[config.mk]
export PLATFORM = sky130hd
export DESIGN_NAME = image_byte_loader
export DESIGN_NICKNAME = d
export VERILOG_FILES = /design/src/rtl/image_byte_loader_pkg.sv /design/src/rtl/image_byte_loader_mem_wr_stage.sv /design/src/rtl/image_byte_loader.sv
export SDC_FILE = /design/constraint.sdc
export NUM_CORES = 1
export LEC_CHECK = 0
export CAP_MARGIN = 20
export CELL_PAD_IN_SITES_DETAIL_PLACEMENT = 0
export CELL_PAD_IN_SITES_GLOBAL_PLACEMENT = 1
export CORE_ASPECT_RATIO = 1.2
export CORE_UTILIZATION = 30
export CTS_CLUSTER_DIAMETER = 60
export CTS_CLUSTER_SIZE = 24
export DETAILED_ROUTE_END_ITERATION = 12
export PLACE_DENSITY_LB_ADDON = 0.25
export SLEW_MARGIN = 5
export SYNTH_ARGS = -nofsm -noshare
export SYNTH_HDL_FRONTEND = slang
export SYNTH_SLANG_ARGS = --single-unit
export TNS_END_PERCENT = 1
[constraint.sdc]
create_clock -name clk -period 5.4 [get_ports clk]
set_clock_uncertainty 0.05 [all_clocks]
set_input_delay 1.62 -clock clk [delete_from_list [all_inputs] [get_ports clk]]
set_output_delay 1.62 -clock clk [all_outputs]
set_load 0.01 [all_outputs]
[src/rtl/image_byte_loader_pkg.sv]
// Shared types for the image byte loader: loader state codes, default widths
// and the last-byte test used by the load FSM.
package image_byte_loader_pkg;

  localparam int ADDR_W_DEF = 16;
  localparam int LEN_W_DEF  = 16;

  typedef enum logic [1:0] {
    ST_IDLE  = 2'd0,
    ST_LOAD  = 2'd1,
    ST_FLUSH = 2'd2,
    ST_DONE  = 2'd3
  } state_e;

  // True when accepting one more byte completes an image of len bytes.
  function automatic logic last_beat(input logic [31:0] cnt, input logic [31:0] len);
    return ((cnt + 32'd1) == len);
  endfunction

endpackage

[src/rtl/image_byte_loader_mem_wr_stage.sv]
// Registered memory write port: one byte-wide write per cycle, issued the
// cycle after the loader accepts the byte.
module mem_wr_stage #(
  parameter int ADDR_W = 16
) (
  input  logic              clk,
  input  logic              rst,
  input  logic              we_i,
  input  logic [ADDR_W-1:0] addr_i,
  input  logic [7:0]        din_i,
  output logic              mem_we,
  output logic [ADDR_W-1:0] mem_addr,
  output logic [7:0]        mem_din
);

  logic              we_q;
  logic [ADDR_W-1:0] addr_q;
  logic [7:0]        din_q;

  // Write stage register; reset drops any pending write.
  always_ff @(posedge clk) begin
    if (rst) begin
      we_q   <= 1'b0;
      addr_q <= {ADDR_W{1'b0}};
      din_q  <= 8'h00;
    end else begin
      we_q   <= we_i;
      addr_q <= addr_i;
      din_q  <= din_i;
    end
  end

  assign mem_we   = we_q;
  assign mem_addr = addr_q;
  assign mem_din  = din_q;

endmodule

[src/rtl/image_byte_loader.sv]
// Writes a valid/ready pixel byte stream into the image data memory at
// consecutive (wrapping) addresses and flags done once the image is stored.
module image_byte_loader
  import image_byte_loader_pkg::*;
#(
  parameter int ADDR_W = ADDR_W_DEF,
  parameter int LEN_W  = LEN_W_DEF
) (
  input  logic              clk,
  input  logic              rst,
  input  logic              start,
  input  logic              abort,
  input  logic [ADDR_W-1:0] base_addr,
  input  logic [LEN_W-1:0]  length,
  input  logic              s_valid,
  input  logic [7:0]        s_data,
  output logic              s_ready,
  output logic              mem_we,
  output logic [ADDR_W-1:0] mem_addr,
  output logic [7:0]        mem_din,
  output logic              busy,
  output logic              done,
  output logic [LEN_W-1:0]  count
);

  state_e            state_q, state_d;
  logic [ADDR_W-1:0] base_q, base_d;
  logic [LEN_W-1:0]  len_q, len_d;
  logic [LEN_W-1:0]  count_q, count_d;
  logic              ready_q, ready_d;
  logic              busy_q, busy_d;
  logic              done_q, done_d;

  logic              xfer_s;
  logic              wr_we_s;
  logic [ADDR_W-1:0] wr_addr_s;

  // Next-state, counter and write-request logic for the load FSM.
  always_comb begin
    state_d = state_q;
    base_d  = base_q;
    len_d   = len_q;
    count_d = count_q;
    xfer_s  = s_valid && ready_q;

    case (state_q)
      ST_IDLE, ST_DONE: begin
        if (abort) begin
          state_d = ST_IDLE;
        end else if (start) begin
          base_d  = base_addr;
          len_d   = length;
          count_d = {LEN_W{1'b0}};
          state_d = (length == {LEN_W{1'b0}}) ? ST_DONE : ST_LOAD;
        end else begin
          state_d = state_q;
        end
      end
      ST_LOAD: begin
        // A byte accepted alongside abort is still counted and written.
        if (xfer_s) begin
          count_d = count_q + {{(LEN_W-1){1'b0}}, 1'b1};
        end else begin
          count_d = count_q;
        end
        if (abort) begin
          state_d = ST_IDLE;
        end else if (xfer_s && last_beat(32'(count_q), 32'(len_q))) begin
          state_d = ST_FLUSH;
        end else begin
          state_d = ST_LOAD;
        end
      end
      ST_FLUSH: begin
        state_d = abort ? ST_IDLE : ST_DONE;
      end
      default: begin
        state_d = ST_IDLE;
      end
    endcase

    ready_d   = (state_d == ST_LOAD);
    busy_d    = (state_d == ST_LOAD) || (state_d == ST_FLUSH);
    done_d    = (state_d == ST_DONE);
    wr_we_s   = xfer_s;
    wr_addr_s = base_q + ADDR_W'(count_q);
  end

  // State, latched load parameters and registered status outputs.
  always_ff @(posedge clk) begin
    if (rst) begin
      state_q <= ST_IDLE;
      base_q  <= {ADDR_W{1'b0}};
      len_q   <= {LEN_W{1'b0}};
      count_q <= {LEN_W{1'b0}};
      ready_q <= 1'b0;
      busy_q  <= 1'b0;
      done_q  <= 1'b0;
    end else begin
      state_q <= state_d;
      base_q  <= base_d;
      len_q   <= len_d;
      count_q <= count_d;
      ready_q <= ready_d;
      busy_q  <= busy_d;
      done_q  <= done_d;
    end
  end

  mem_wr_stage #(
    .ADDR_W (ADDR_W)
  ) u_wr (
    .clk      (clk),
    .rst      (rst),
    .we_i     (wr_we_s),
    .addr_i   (wr_addr_s),
    .din_i    (s_data),
    .mem_we   (mem_we),
    .mem_addr (mem_addr),
    .mem_din  (mem_din)
  );

  assign s_ready = ready_q;
  assign busy    = busy_q;
  assign done    = done_q;
  assign count   = count_q;

endmodule
==> impl_metrics.json <==
{
  "relSlewSlack": 0.377,
  "routed_wl_mm": 11.2,
  "p_leak_nw": 1.96,
  "worst_slew_pin_slew_ns": 0.934,
  "grt_usage": 0.168,
  "grt_pass1_wl_mm": 18.1,
  "rsz0062_at_grt": "false",
  "min_path_cells": 2,
  "yosysWarnings": 0,
  "reg2reg_to": "busy",
  "globalplace.congestion": 0.840,
  "wl_per_cell_um": 14.8,
  "period_share": 0.699,
  "first_pass_iters": 4,
  "antenna_found_initial": 0,
  "timing.hold.ws_ns": 0.407,
  "cts_tree": "built",
  "fp.dieW_um": 108,
  "drive_gt1_frac": 0.0512,
  "synth_most_common_cell": "nand2_1",
  "ant_nets": 0,
  "die_area_um2": 13900,
  "max_cap_viol_count": 0,
  "synth_edf_count": 0,
  "detailedRoute.firstIterationViolations": 163,
  "post_cts_buffers": 0,
  "fmax_mhz": 265,
  "area_delta_synth_final_pct": 32.1,
  "power_density_nw_per_um2": 260,
  "cp_max_fo": 3,
  "synth.avg_cell_area_um2": 7.98,
  "cts_max_level": 3,
  "yosys_most_used_dff": "dfxtp_1",
  "cts-buffers-inserted": 9,
  "first_global_vias": 3655,
  "vias_per_cell": 4.93,
  "hold_end": "base_q[0]",
  "slew_violations": 0,
  "synth-seq-area-share": 0.386,
  "vias": 3718,
  "reg2reg_from": "count[0]",
  "synth_top_cell_by_area": "dfxtp_1",
  "synthTopCellsByCount": "nand2_1, dfxtp_1, a21oi_1",
  "syn_inst": 507,
  "insertion_delay_ns": 0.34,
  "ff2ff_path_depth": 10,
  "nets": 647,
  "synth_cell_types": 60,
  "r2r_slack_ns": 2.30,
  "ir_drop_uv": 115,
  "syn_nets": 573,
  "fin_area_um2": 5340,
  "status": "finished clean",
  "synth_area_leaders": "dfxtp_1, nand2_1, a21oi_1",
  "grt_max_degree": 49,
  "tns_ns": 0,
  "ys_ff_latch": 78,
  "postCtsResizedCells": 0,
  "num_rows": 46,
  "synth-async-reset-ratio": 0,
  "coreArea_um2": 13200,
  "synth.top_cell.area_share": 0.386,
  "place_hpwl_mm": 8.14,
  "crit_path_end_kind": "flop",
  "clock-sinks": 78,
  "clockBufferDepth": 2,
  "pin_count": 89,
  "path_class": "in2reg",
  "place_area_um2": 5040,
  "finish.utilization": 0.405,
  "grt_overflow": 0,
  "hold_violations": 0,
  "diodes": 0,
  "worstHoldStart": "base_q[0]",
  "drc_errors": 0,
  "cts-hold-fix-buffers": 0,
  "initial_core_util": 0.307,
  "setup_viol": 0,
  "clk_pin_slew_ns": 0.06,
  "cp.arrival_ns": 4.00,
  "worstPathRequired_ns": 5.62,
  "cts_root_buffer": "clkbuf_16",
  "die_y_um": 129,
  "port-buffer-count": 88,
  "timing.hold.worst.class": "reg2reg",
  "fin_crit_ns": 3.78,
  "synth_area_um2": 4040,
  "setup.worst_path.start_class": "input pin"
}
-- routing by layer --
metal / global-route usage / part of all wire / up-vias
met4: 0.0814 / 0.022 / 0
met2: 0.294 / 0.50 / 78
met3: 0.0332 / 0.034 / 19
li1: - / - / 1922
met1: 0.195 / 0.44 / 1699
met5: 0 / 0 / -
-- area by class of cell --
class	instances	area, um^2
repair buffers	92	906
fillers	1331	7840
multi-input cells	391	2330
inverters	9	33.8
flip-flops and latches	78	1560
clock inverters	4	45.0
well taps	168	210
clock buffers	12	256
-- worst max path at each step --
stage / startpoint / to / slack [ns] / cells after the start
2_1_floorplan: length[2] / busy / 2.05 / 9
4_1_cts: length[2] / busy / 1.59 / 10
6_report: length[2] / busy / 1.62 / 10
3_5_place_dp: length[2] / busy / 1.25 / 10
5_1_grt: length[2] / busy / 1.37 / 10
3_3_place_gp: length[2] / busy / 1.25 / 10
-- cells in the final DEF (no fill, tap or decap), types with 2 or more instances in the layout --
master,Yosys,layout
xnor2_1,21,21
mux2_2,2,2
or3_1,3,3
o21a_1,4,4
and3_1,3,3
o2111ai_1,2,2
and4_1,3,3
a21o_1,3,3
a211oi_1,3,3
o21ai_0,14,14
dfxtp_1,78,78
clkdlybuf4s50_1,0,87
o211ai_1,2,2
a21oi_1,60,60
nor3_1,19,19
xor2_1,7,7
nor3b_1,2,2
nand4_1,4,4
or4_1,2,2
clkbuf_16,0,9
inv_1,9,9
nand3_1,7,7
nor4_1,7,7
nor2_1,41,41
and2_1,2,2
nand2_1,98,98
nand2b_1,4,4
ha_1,20,20
buf_4,0,4
and3b_1,3,3
clkinv_2,0,3
nor2b_1,19,19
a31oi_1,9,9
clkbuf_8,0,2
-- critical path: stages --
cell and delay (ns):
clkdlybuf4s50_1 0.42, nor4_1 0.35, nand4_1 0.19, mux2_2 0.30, a21o_1 0.19, nor4_1 0.28
o2bb2ai_1 0.20, inv_1 0.07, ha_1 0.27, nor2_1 0.10
-- flip-flops by register name, indices dropped and copies added (netlist names) --
| signal | cells |
|---|---|
| count | 16 |
| busy | 1 |
| len_q | 16 |
| u_wr.mem_din | 8 |
| u_wr.mem_addr | 16 |
| u_wr.mem_we | 1 |
| state_q | 2 |
| s_ready | 1 |
| base_q | 16 |
| done | 1 |
-- where the power goes --
| part | leakage, nW | switching (W) | internal, W | total [W] |
|---|---|---|---|---|
| Clock | 0.152 | 0.000238 | 0.000381 | 0.000619 |
| Sequential | 0.635 | 0.0000123 | 0.000598 | 0.000610 |
| Combinational | 1.17 | 0.0000801 | 0.0000804 | 0.000161 |
-- cell families (layout without fill, tap and decap cells) --
group / count (synthesis) / in the layout / synth area share
mux: 2 / 2 / 0.00557
buf+inv: 38 / 117 / 0.0374
compound gates: 111 / 111 / 0.164
fa+ha+maj: 22 / 22 / 0.0693
flops: 78 / 78 / 0.386
simple gates: 228 / 228 / 0.277
xor+xnor: 28 / 28 / 0.0606
-- per-stage QoR --
stage          power [W]  worst slack, ns  cells
2_1_floorplan   0.000707             2.05    507
3_5_place_dp    0.000785             1.25    738
4_1_cts          0.00141             1.59    754
3_3_place_gp    0.000782             1.25    738
5_1_grt          0.00145             1.37    754
6_report         0.00139             1.62    754
No activity file was read; power rests on OpenSTA's default activity.
